File: src/rtl/fifo_uart9_pkg.sv
// rtl/fifo_uart9_pkg.sv - shared state codes and frame constants for the 9-bit UART drain stage
package fifo_uart9_pkg;

  localparam int FrameDataBits = 9;
  localparam logic [3:0] LastBitIdx = 4'd8;

  typedef logic [2:0] state_t;

  localparam state_t S_IDLE  = 3'd0;
  localparam state_t S_FETCH = 3'd1;
  localparam state_t S_START = 3'd2;
  localparam state_t S_DATA  = 3'd3;
  localparam state_t S_STOP  = 3'd4;

endpackage

File: src/rtl/uart_bit_timer.sv
// rtl/uart_bit_timer.sv - bit-period counter; tick marks the last cycle of each serial bit
module uart_bit_timer #(
  parameter int ClkDiv = 16
) (
  input  logic clk,
  input  logic srst_n,
  input  logic clear,
  input  logic run,
  output logic tick,
  output logic pre_tick
);

  localparam int W = $clog2(ClkDiv);
  localparam logic [W-1:0] Last = W'(ClkDiv - 1);
  localparam logic [W-1:0] Pre  = W'(ClkDiv - 2);

  logic [W-1:0] count;

  always_ff @(posedge clk) begin
    if (!srst_n || clear) begin
      count <= '0;
    end else if (run) begin
      count <= tick ? '0 : count + W'(1);
    end
  end

  // pre_tick lets the owner register a pulse that lands on the tick cycle
  assign tick     = (count == Last);
  assign pre_tick = (count == Pre);

endmodule

File: src/rtl/fifo_uart9_tx.sv
// rtl/fifo_uart9_tx.sv - pops 9-bit words from a standard FIFO and sends them as start/9 data/stop frames
import fifo_uart9_pkg::*;

module fifo_uart9_tx #(
  parameter int ClkDiv   = 16,
  parameter int StopBits = 1
) (
  input  logic                     clk,
  input  logic                     srst_n,
  input  logic                     enable,
  input  logic [FrameDataBits-1:0] fifo_dout,
  input  logic                     fifo_valid,
  input  logic                     fifo_empty,
  output logic                     fifo_rd_en,
  output logic                     tx,
  output logic                     busy,
  output logic                     frame_done,
  output logic                     underrun
);

  state_t                   state, state_d;
  logic [FrameDataBits-1:0] shreg, shreg_d;
  logic [3:0]               bit_idx, bit_idx_d;
  logic                     stop_idx, stop_idx_d;
  logic                     tx_d, rd_en_d, done_d, under_d;
  logic                     tick, pre_tick;
  logic                     last_stop;

  uart_bit_timer #(.ClkDiv(ClkDiv)) u_timer (
    .clk      (clk),
    .srst_n   (srst_n),
    .clear    (state == S_FETCH),
    .run      ((state == S_START) || (state == S_DATA) || (state == S_STOP)),
    .tick     (tick),
    .pre_tick (pre_tick)
  );

  assign last_stop = (stop_idx == 1'(StopBits - 1));

  // tx_d is the line level for the cycle after this edge, so tx stays a pure flop
  always_comb begin
    state_d    = state;
    shreg_d    = shreg;
    bit_idx_d  = bit_idx;
    stop_idx_d = stop_idx;
    tx_d       = 1'b1;
    done_d     = 1'b0;
    under_d    = 1'b0;
    case (state)
      S_IDLE: begin
        if (fifo_rd_en) state_d = S_FETCH;
      end
      S_FETCH: begin
        if (fifo_valid) begin
          shreg_d = fifo_dout;
          state_d = S_START;
          tx_d    = 1'b0;
        end else begin
          under_d = 1'b1;
          state_d = S_IDLE;
        end
      end
      S_START: begin
        tx_d = 1'b0;
        if (tick) begin
          state_d   = S_DATA;
          bit_idx_d = 4'd0;
          tx_d      = shreg[0];
        end
      end
      S_DATA: begin
        tx_d = shreg[0];
        if (tick) begin
          if (bit_idx == LastBitIdx) begin
            state_d    = S_STOP;
            stop_idx_d = 1'b0;
            tx_d       = 1'b1;
          end else begin
            shreg_d   = shreg >> 1;
            bit_idx_d = bit_idx + 4'd1;
            tx_d      = shreg[1];
          end
        end
      end
      S_STOP: begin
        if (pre_tick && last_stop) done_d = 1'b1;
        if (tick) begin
          if (last_stop) state_d = S_IDLE;
          else           stop_idx_d = stop_idx + 1'b1;
        end
      end
      default: state_d = S_IDLE;
    endcase
  end

  // A pop is issued on entry to IDLE, so back-to-back frames start right after the last stop cycle
  assign rd_en_d = (state_d == S_IDLE) && enable && !fifo_empty;

  always_ff @(posedge clk) begin
    if (!srst_n) begin
      state      <= S_IDLE;
      shreg      <= '0;
      bit_idx    <= '0;
      stop_idx   <= 1'b0;
      tx         <= 1'b1;
      fifo_rd_en <= 1'b0;
      busy       <= 1'b0;
      frame_done <= 1'b0;
      underrun   <= 1'b0;
    end else begin
      state      <= state_d;
      shreg      <= shreg_d;
      bit_idx    <= bit_idx_d;
      stop_idx   <= stop_idx_d;
      tx         <= tx_d;
      fifo_rd_en <= rd_en_d;
      busy       <= (state_d != S_IDLE);
      frame_done <= done_d;
      underrun   <= under_d;
    end
  end

endmodule
File: config.mk
export PLATFORM = sky130hd
export DESIGN_NAME = fifo_uart9_tx
export DESIGN_NICKNAME = d
export VERILOG_FILES = /design/src/rtl/fifo_uart9_pkg.sv /design/src/rtl/uart_bit_timer.sv /design/src/rtl/fifo_uart9_tx.sv
export SDC_FILE = /design/constraint.sdc
export NUM_CORES = 1
export LEC_CHECK = 0
export CORE_ASPECT_RATIO = 0.8
export CORE_MARGIN = 10
export CORE_UTILIZATION = 57
export CTS_CLUSTER_DIAMETER = 30
export DETAILED_ROUTE_END_ITERATION = 10
export GPL_TIMING_DRIVEN = 0
export MAX_ROUTING_LAYER = met4
export PLACE_DENSITY = 0.83
export SETUP_SLACK_MARGIN = 0.02
export SYNTH_ARGS = -nofsm -noshare
export SYNTH_HDL_FRONTEND = slang
export SYNTH_SLANG_ARGS = --single-unit
File: constraint.sdc
create_clock -name clk -period 5 [get_ports clk]
set_clock_uncertainty 0.15 [all_clocks]
set_input_delay 1 -clock clk [delete_from_list [all_inputs] [get_ports clk]]
set_output_delay 1 -clock clk [all_outputs]
set_load 0.01 [all_outputs]
==> metrics.cfg <==
[run_status]
status=finished clean

[sta]
tns_ns=0
fin_ws_ns=2.599
whs_ns=0.3486
tightest_slew_ns=0.4760
fin_crit_sh_pct=48.01
relSlewSlack_pct=68.26
fin_crit_ns=2.401
grt_setup_unrepaired=no
finalSetupViolations=0
drv_slew=0
finalHoldViolCount=0
max_freq_mhz=416.6

[routing]
wl_um=3216
drc=0
first_pass_iters=4
first_iter_violations=145
drt-vias-per-instance=6.179
num_vias=1174
ant_nets=0
wl_per_cell_um=16.93

[cells_and_area]
fill_cells=167
final_util_pct=70.92
nets=184
area_growth_pct=18.31
layout-drive-gt1-share_pct=15.15
n_antenna_cell=0
layout.cells.non_filler=190
stdcell_area_mm2=0.001544

[synth]
yosysTopAreaCell=dfxtp_1
ys.flop_type=dfxtp_1
synthCells=143
syn_nets=161
avgSynthCellArea_um2=9.126
yosys-top-cells-count=dfxtp_1, nand2_1, nor2_1, o21ai_0, o221a_2
synthesis.yosys.warnings=0
yosysMostFrequentCell=dfxtp_1
seq_area_frac_synth_pct=38.35
synthesis.area_mm2=0.001305
synth-async-reset-ratio_pct=0
yosys-top-cells-area=dfxtp_1, o221a_2, mux2i_1, nand2_1, ha_1
synth_top_area_share_pct=38.35
ys_types=43
ys_seq_elements=25
synth-edff-count=0

[run]
max-cap-violations=0

[worst_hold_path]
hold_path_class=register to register
hp-start=shreg[8]
min_to=shreg[8]
hold_depth=2

[cts]
worst_skew_pair.late_latency_ns=0.33
ctsHtreeMaxLevel=1
path_clk_slew_ns=0.13
cts_made_buffers=3
clock-root-buffer=clkbuf_4
ctsResizeCount=0
cts-hold-fix-buffers=0
post-cts-setup-buffer-count=0
cts_num_sinks=25
clockBufferDepth=2
cts_tree=built

[worst_setup_path]
crit_path_end_kind=output port
worst-path-max-fanout=3
slowest_delay_ns=0.56
critical_path.slowest_cell=clkdlybuf4s50_1
cpLargestDelayFamily=buffers and inverters
reg2reg_slack_ns=3.20
critPathKind=register to output port
reg2reg_from=u_timer.count[1]
crit_cells=1
reg2regPathDepth=5
crit_buf_inv=1
crit_path_start_kind=register
path_cells=clkdlybuf4s50_1
crit_arrival_ns=1.25
r2r-end=shreg[6]
crit_required_ns=3.85

[power_and_ir_drop]
cellLeakagePower_nw=0.5454
pwr-share-seq_pct=61.2
p_clk_share_pct=28.0
p_int_uw=251.7
p_sw_share_pct=24.46
p_switching_uw=81.52
power_density_mw_per_mm2=215.8
ir_drop_mv=0.1835
pwr-share-comb_pct=10.8
p_total_uw=333.3

[floorplan]
die_y_um=62.80
start_util_pct=59.94
dieArea_mm2=0.004615
coreArea_mm2=0.002177
io_pins=19
rows=15
die_w_um=73.50

[placed_design]
globalplace.congestion=0.9211
port_buffers=18
hpwlAfterDp_um=2396
place_inst=186
dpl_cell_area_mm2=0.001516
place_ws_ns=2.403

[grt]
grtUsageTotal_pct=14.16
grt_pass1_vias=1118
grt.overflow.total=0
antenna_found_initial=0
grt_pass1_wl_um=5326
grt_max_degree=15

-- sequential cells by signal, summed over array words and instances (netlist names) --
register	flops
shreg	9
bit_idx	4
state	3
frame_done	1
fifo_rd_en	1
busy	1
tx	1
u_timer.count	4
underrun	1
-- layer usage --
layer | share of wire [%] | global-route usage, % | vias up
li1 | - | - | 566
met1 | 46 | 19.38 | 562
met2 | 46 | 20.21 | 42
met3 | 7.0 | 4.286 | 4
met4 | 0.65 | 2.093 | 0
met5 | 0 | - | -
-- power groups by stage --
stage / combinational, mW / clock (mW) / sequential (mW)
3_5_place_dp: 0.0356 / 0 / 0.208
3_3_place_gp: 0.0345 / 0 / 0.208
6_report: 0.0360 / 0.0932 / 0.204
4_1_cts: 0.0359 / 0.0943 / 0.204
2_1_floorplan: 0.0179 / 0 / 0.208
5_1_grt: 0.0391 / 0.105 / 0.204
-- cell usage in the layout, fill, tap and decap left out, drive strengths merged, types with 2 or more instances in the layout --
master	Yosys	layout
nor3b	2	2
ha	4	4
nor2b	5	5
nor3	2	2
dfxtp	25	25
clkbuf	2	5
nor2	9	9
a21oi	7	7
xor2	2	2
and3	2	2
nand2b	4	4
o22ai	3	3
nand4	3	3
nand3b	2	2
clkdlybuf4s50	0	18
inv	6	6
nand2	16	16
o221a	8	8
mux2i	7	7
nand3	3	3
buf	6	6
o21ai	8	8
-- kinds of logic (layout without fill, tap and decap cells) --
group	after synthesis	count (layout)	share of synthesized area (%)
AO/OA/AOI/OAI	36	36	21.48
multiplexers	7	7	5.369
adder cells (fa/ha/maj)	4	4	3.835
buffers and inverters	14	36	5.369
flip-flops	25	25	38.35
XOR/XNOR	3	3	2.014
AND/OR/NAND/NOR	54	54	23.59
-- layout make-up --
cell class	instances	area [µm²]	area share, %
plain buffers	8	47.55	3.079
clock buffers	3	22.52	1.459
clock inverters	1	5.005	0.3241
inverters	6	22.52	1.459
multi-input cells	104	734.5	47.57
flip-flops and latches	25	500.5	32.41
well taps	25	31.28	2.026
repair buffers	18	180.2	11.67
-- worst min-delay path: stages (launching register included) --
cell and delay (ns):
dfxtp_1 0.33, o21ai_0 0.06, a21boi_0 0.07
-- worst max-delay path by stage --
stage | slack [ns] | startpoint | end
floorplan | 3.04 | fifo_valid | shreg[0]
global placement | 2.44 | fifo_valid | shreg[7]
detailed placement | 2.40 | srst_n | u_timer.count[3]
CTS | 2.59 | fifo_rd_en | fifo_rd_en
global route | 2.54 | fifo_rd_en | fifo_rd_en
finish | 2.60 | fifo_rd_en | fifo_rd_en
Note: power is estimated with default switching activity, not from simulation.
